### config.mk
export PLATFORM = sky130hd
export DESIGN_NAME = conf_add_rr_scheduler
export DESIGN_NICKNAME = d
export VERILOG_FILES = /design/src/rtl/conf_add_rr_scheduler.sv
export SDC_FILE = /design/constraint.sdc
export NUM_CORES = 1
export LEC_CHECK = 0
export CORE_AREA = 4 4 159 161
export CTS_BUF_LIST = sky130_fd_sc_hd__clkbuf_8
export DETAILED_ROUTE_END_ITERATION = 10
export DIE_AREA = 0 0 163 165
export DONT_BUFFER_PORTS = 1
export HOLD_SLACK_MARGIN = 0.1
export SETUP_SLACK_MARGIN = 0.2
export SLEW_MARGIN = 25
export SYNTH_ARGS = -nofsm -noshare
export SYNTH_HDL_FRONTEND = slang
export SYNTH_SLANG_ARGS = --single-unit
export TNS_END_PERCENT = 5
### constraint.sdc
create_clock -name i_clk -period 5.42 [get_ports i_clk]
set_input_delay 0.542 -clock i_clk [delete_from_list [all_inputs] [get_ports i_clk]]
set_output_delay 0.542 -clock i_clk [all_outputs]
set_load 0.1 [all_outputs]
### src/rtl/conf_add_rr_scheduler.sv
// conf_add_rr_scheduler: round-robin scheduler sharing one configurable-precision adder
// among N_REQ requesters, one operation in flight, result returned over valid/ready.
module conf_add_rr_scheduler #(
    parameter int N_REQ    = 4,
    parameter int DATA_W   = 32,
    parameter int CONF_W   = 4,
    parameter int MAX_CONF = 4,
    parameter int ADD_LAT  = 1,
    parameter int ID_W     = $clog2(N_REQ)
) (
    input  logic                     i_clk,
    input  logic                     i_rst,
    input  logic [N_REQ-1:0]         i_req_valid,
    output logic [N_REQ-1:0]         o_req_ready,
    input  logic [N_REQ*DATA_W-1:0]  i_req_a,
    input  logic [N_REQ*DATA_W-1:0]  i_req_b,
    input  logic [N_REQ*CONF_W-1:0]  i_req_conf,
    output logic [DATA_W-1:0]        o_add_a,
    output logic [DATA_W-1:0]        o_add_b,
    output logic [CONF_W-1:0]        o_add_conf,
    input  logic [DATA_W-1:0]        i_add_c,
    output logic                     o_rsp_valid,
    input  logic                     i_rsp_ready,
    output logic [DATA_W-1:0]        o_rsp_c,
    output logic [ID_W-1:0]          o_rsp_id,
    output logic                     o_err_conf
);
    typedef enum logic [1:0] {IDLE, EXEC, RESP} state_t;
    state_t            r_state, w_state_nxt;
    logic [ID_W-1:0]   r_rr_ptr, r_rsp_id, w_grant;
    logic [2:0]        r_lat_cnt;
    logic [DATA_W-1:0] r_add_a, r_add_b, r_rsp_c;
    logic [CONF_W-1:0] r_add_conf, w_conf;
    logic              r_err_conf, w_accept, w_conf_bad, w_exec_done;
    // Descending scan so the requester closest after r_rr_ptr is assigned last and wins.
    always_comb begin
        w_grant = '0;
        for (int k = N_REQ; k >= 1; k--)
            if (i_req_valid[(int'(r_rr_ptr) + k) % N_REQ])
                w_grant = ID_W'((int'(r_rr_ptr) + k) % N_REQ);
    end
    assign w_accept    = (r_state == IDLE) && (|i_req_valid) && !i_rst;
    assign w_conf      = i_req_conf[w_grant*CONF_W +: CONF_W];
    assign w_conf_bad  = int'(w_conf) > MAX_CONF;
    assign w_exec_done = (r_state == EXEC) && (r_lat_cnt == '0);
    assign o_req_ready = w_accept ? ({{(N_REQ-1){1'b0}}, 1'b1} << w_grant) : '0;
    always_comb begin
        w_state_nxt = w_accept ? EXEC :
                      w_exec_done ? RESP :
                      (r_state == RESP && i_rsp_ready) ? IDLE : r_state;
    end
    always_ff @(posedge i_clk or posedge i_rst) begin
        if (i_rst) r_state <= IDLE;
        else r_state <= w_state_nxt;
    end
    always_ff @(posedge i_clk or posedge i_rst) begin
        if (i_rst) begin
            r_rr_ptr   <= ID_W'(N_REQ - 1);
            r_rsp_id   <= '0;
            r_lat_cnt  <= '0;
            r_add_a    <= '0;
            r_add_b    <= '0;
            r_add_conf <= '0;
            r_rsp_c    <= '0;
            r_err_conf <= 1'b0;
        end else begin
            r_err_conf <= w_accept && w_conf_bad;
            if (w_accept) begin
                r_add_a    <= i_req_a[w_grant*DATA_W +: DATA_W];
                r_add_b    <= i_req_b[w_grant*DATA_W +: DATA_W];
                r_add_conf <= w_conf_bad ? '0 : w_conf;
                r_rsp_id   <= w_grant;
                r_rr_ptr   <= w_grant;
                r_lat_cnt  <= 3'(ADD_LAT);
            end else if (r_state == EXEC && r_lat_cnt != '0) begin
                r_lat_cnt <= r_lat_cnt - 1'b1;
            end
            if (w_exec_done) r_rsp_c <= i_add_c;
        end
    end
    assign o_add_a     = r_add_a;
    assign o_add_b     = r_add_b;
    assign o_add_conf  = r_add_conf;
    assign o_rsp_valid = (r_state == RESP);
    assign o_rsp_c     = r_rsp_c;
    assign o_rsp_id    = r_rsp_id;
    assign o_err_conf  = r_err_conf;
endmodule
======== Word-level counts from Yosys, hierarchy flattened ========
Index checks and enable logic that the tools add are counted.
storage, ports and cells
  output and inout bits ................... 108
  bits of input ports ..................... 311
  flip-flop bits (word level) ............. 110
cells by class
  $lt $le $gt $ge ......................... 5
  add/subtract/negate cells ............... 5
  reduce and logical (&&, ||, !) cells .... 17
  shift operators ......................... 4
  equal/unequal tests ..................... 2
  bitwise logic cells ..................... 4
  muxes and demuxes ....................... 23
operators by type and width
  cell                                                            count
  variable part select 128 x 8 -> 32 bit                          2
  less-than comparator 3 x 4 -> 1 bit (second input constant)     4
  variable part select 16 x 5 -> 4 bit                            1
  two-way mux 2 bit                                               7
  binary-select mux 1 bit (select 2 bit)                          4
  two-way mux 1 bit                                               8
  two-way mux 4 bit                                               2
  OR reduction 2 bit                                              4
  logical AND 1 bit                                               6
  two-way mux 3 bit                                               2
  nonzero test 3 bit                                              2
  adder 2 x 1 -> 2 bit (second input constant)                    2
  adder 2 bit (second input constant)                             2
  bitwise AND 1 bit (first input constant)                        4
  greater-than comparator 4 x 3 -> 1 bit (second input constant)  1
  OR reduction 4 bit                                              1
  left shift 1 x 2 -> 4 bit (first input constant)                1
  zero test 3 bit                                                 1
  subtractor 3 x 1 -> 3 bit (second input constant)               1
  equality test 2 x 1 -> 1 bit (second input constant)            1
  equality test 2 bit (second input constant)                     1
  zero test 2 bit                                                 1
  nonzero test 2 bit                                              1
  zero test 1 bit                                                 1

======== Longest topological paths before layout ========
  depth after elaboration ................. 13
  mapped depth ............................ 9

======== Worst setup path after synthesis ========
Ideal clock, no wire load.
  kind .................................... input to output
  from .................................... input i_req_valid[3]
  to ...................................... output o_req_ready[0]
  required time ........................... 4.878 ns
  stages on the path ...................... 7
  path slack .............................. 1.088 ns
  data arrival time ....................... 3.790 ns
  path through ............................ buf_4 nor2_1 a2111o_1 buf_2 buf_2 buf_2 nor3_1
on the way
  word-level cells in the longest chain between the ends .. 9
ends and longest elaborated chain
  what                                                   RTL line  RTL
  start: declaration                                     13        input logic [N_REQ-1:0] i_req_valid,
  binary-select mux 1 bit (select 2 bit)                 39        if (i_req_valid[(int'(r_rr_ptr) + k) % N_REQ])
  two-way mux 1 bit (implied by the code) (2 in series)  39
  two-way mux 2 bit (4 in series)                        39
  left shift 1 x 2 -> 4 bit                              46        assign o_req_ready = w_accept ? ({{(N_REQ-1){1'b0}}, 1'b1} << w_grant) : '0;
  two-way mux 4 bit (*)                                  46
  end: declaration                                       14        output logic [N_REQ-1:0] o_req_ready,
Every way passes the cells marked *; elsewhere a longest branch is shown, timed or not. The select of a mux whose other input is x is not followed.

======== Final worst setup path ========
  from .................................... register r_rr_ptr[1]
  to ...................................... output o_req_ready[2]
on the way
  word-level cells in the longest chain between the ends .. 10
ends and longest elaborated chain
  what                                                   RTL line  RTL
  start: declaration                                     30        logic [ID_W-1:0] r_rr_ptr, r_rsp_id, w_grant;
  start signal: assignment                               58        r_rr_ptr <= ID_W'(N_REQ - 1);
  start signal: assignment                               73        r_rr_ptr <= w_grant;
  adder 2 x 1 -> 2 bit                                   39, 40
  binary-select mux 1 bit (select 2 bit)                 39
  two-way mux 1 bit (implied by the code) (2 in series)  39
  two-way mux 2 bit (3 in series)                        39
  two-way mux 2 bit (*)                                  39
  left shift 1 x 2 -> 4 bit (*)                          46
  two-way mux 4 bit (*)                                  46
Marked as above.

==> run metrics <==
final WL=~22000 um; commonest non-fill, non-tap cell in the layout=dfrtp_1; Synth Area per Inst=around 11 sq um; vias per cell=approximately 5.5; GRT Total Usage=between 10 and 15%; Mapped Cells=~560; CP startpoint kind=flop; Placed Instances=840; Yosys cell types=51; Resize count post-CTS=0; remaining antenna violation count=0; fmax=0.2652 GHz; clock buffer depth=2; Seq/Total Area, Yosys=between 40% and 50%; H-tree Lvls=3; Core Area=23960 sq um; final cell count without fillers=about 860; Hold-fix buffers, CTS=1; 1st-iter DRT viols=between 500 and 600; Crit Path Max Fanout=47; vias in the first global route=roughly 4700; final setup skew=around 0.012 ns; share of layout cells above drive strength 1=19.32%; die area=about 27000 sq um; RSZ-0062 raised after global routing=false; Die Ht=165 um; # port buffers=0; #FFs+latches synth=110; most frequent cells in the layout=108 x dfrtp_1, 77 x nand2_1, 65 x o21ai_1; CP Data Required Time=4.88 ns; Tmin final=3.771 ns; number of setup buffers added after CTS=0; Wirelength per Cell=25.19 um; number of enable flip-flop cells after synthesis=0; RePlAce Congestion=0.8374; Max-Cap Viols=0; # fillers=between 2000 and 3000; Clock transition at path regs=0.12 ns; initial antenna violation count=2; Post-synth ARST share=100.0%; final setup violation count=0; row count=57; status=finished clean; syn nets=871; setup TNS=0 ns; post-detail-place hpwl=16670 um; num ports=419; post-layout util=27.36%; final slew viol count=0; Arr. time, crit path=~3.2 ns; CP Class=reg -> out; first-pass GRT wire length=29520 um; Post-synth top flop=dfrtp_1; clk_lat worst skew=0.38 ns; final hold viol count=0; area delta synth->final=8.940%; pin count of the biggest net entering global routing=95; total global routing overflow=0; relative slew slack=a little over a quarter; Pre-antenna DRT Iters=5; Num CTS Buffers=9; Remaining DRCs=0; CTS tree=yes; Cell Area, Synth=about 6000 sq um; Worst-Margin Slew=1.093 ns; Crit. End Element=primary output; Tcrit/Tclk final=69.57%; Initial Util=roughly a quarter; Hold Path Class=in -> reg; clock root buffer=clkbuf_8; hold_ws=roughly 0.30 ns; CTS Sinks=between 100 and 150; die width=163 um; Post-layout nets=between 800 and 900; Ys Warns=0; total number of vias=4713
[path summary, 6_finish.rpt]
path,start,endpoint,cells past startpoint,slack [ns]
max,r_rr_ptr[1],o_req_ready[2],6,1.65
min,i_add_c[31],o_rsp_c[31],1,0.30
max reg2reg,r_rr_ptr[1],o_add_a[9],7,2.35
min reg2reg,r_lat_cnt[0],r_lat_cnt[0],2,0.54
max in group asynchronous,i_rst,o_add_a[28],3,3.43
min in group asynchronous,i_rst,o_rsp_c[24],2,0.71
[stage by stage]
step / setup WS [ns] / area [sq um]
floorplan: 1.088 / 6018
global placement: 1.962 / 6320
detailed placement: 1.889 / 6325
CTS: 1.565 / 6539
global route: 1.452 / 6556
finish: 1.649 / 6556
[cell usage after synthesis, types with 3 or more instances]
cell	number	share of area, %
buf_4	7	0.87
mux2i_1	4	0.67
mux2_1	45	8.4
clkbuf_1	28	1.7
buf_1	5	0.31
nor2b_1	3	0.31
nand2_1	77	4.8
inv_1	6	0.37
o21ai_0	5	0.42
and2_1	3	0.31
buf_2	11	0.91
nor2_1	15	0.94
a21boi_0	4	0.50
nor3b_1	4	0.50
nor3_1	4	0.33
dfrtp_1	108	45
o21ai_1	65	5.4
mux2_2	51	9.5
a211oi_2	4	0.83
a21oi_1	5	0.42
a222oi_1	64	11
a21o_1	3	0.37
[cells by family (layout without fill, tap and decap cells)]
logic type,count (synthesis),count (layout),share of synthesized area [%]
flip-flops,110,110,45.78
other,0,2,0
multiplexers,101,101,19.00
buffers and inverters,59,34,4.595
XOR/XNOR,2,2,0.2911
AND/OR/NAND/NOR,116,116,8.462
AO/OA/AOI/OAI,168,168,21.46
adder cells (fa/ha/maj),2,2,0.4157
[worst max-delay path, stage by stage, from the launching register on]
cell	delay [ns]
dfstp_2	0.67
nand2_1	0.09
a31o_1	0.27
nor2_4	0.08
buf_4	0.49
nand2_1	0.32
nor2_2	0.91
[sequential cells by signal, indices dropped and copies added (netlist names)]
name        count
o_add_conf      4
o_rsp_c        32
o_err_conf      1
r_lat_cnt       3
o_add_b        32
r_rr_ptr        2
r_state         2
o_add_a        32
o_rsp_id        2
[layout make-up]
class / instances / area (sq um) / share of cell area, %
Antenna cell: 2 / 5.005 / 0.07634
Clock buffer: 9 / 123.9 / 1.889
Clock inverter: 7 / 80.08 / 1.221
Inverter: 6 / 25.02 / 0.3817
Multi-Input combinational cell: 389 / 3052 / 46.55
Sequential cell: 110 / 2755 / 42.02
Tap cell: 324 / 405.4 / 6.183
Timing Repair Buffer: 12 / 110.1 / 1.679
[layer usage]
metal,global-route usage [%],part of all wire (%),vias to the layer above
met5,0,0,-
met4,3.584,1.3,0
met3,5.041,10,15
met2,24.64,50,322
met1,18.05,39,2308
li1,-,-,2068
Power is left out: the tool's default activity adds up to more than one toggle a clock period on the data nets, which glitch-free logic cannot reach.
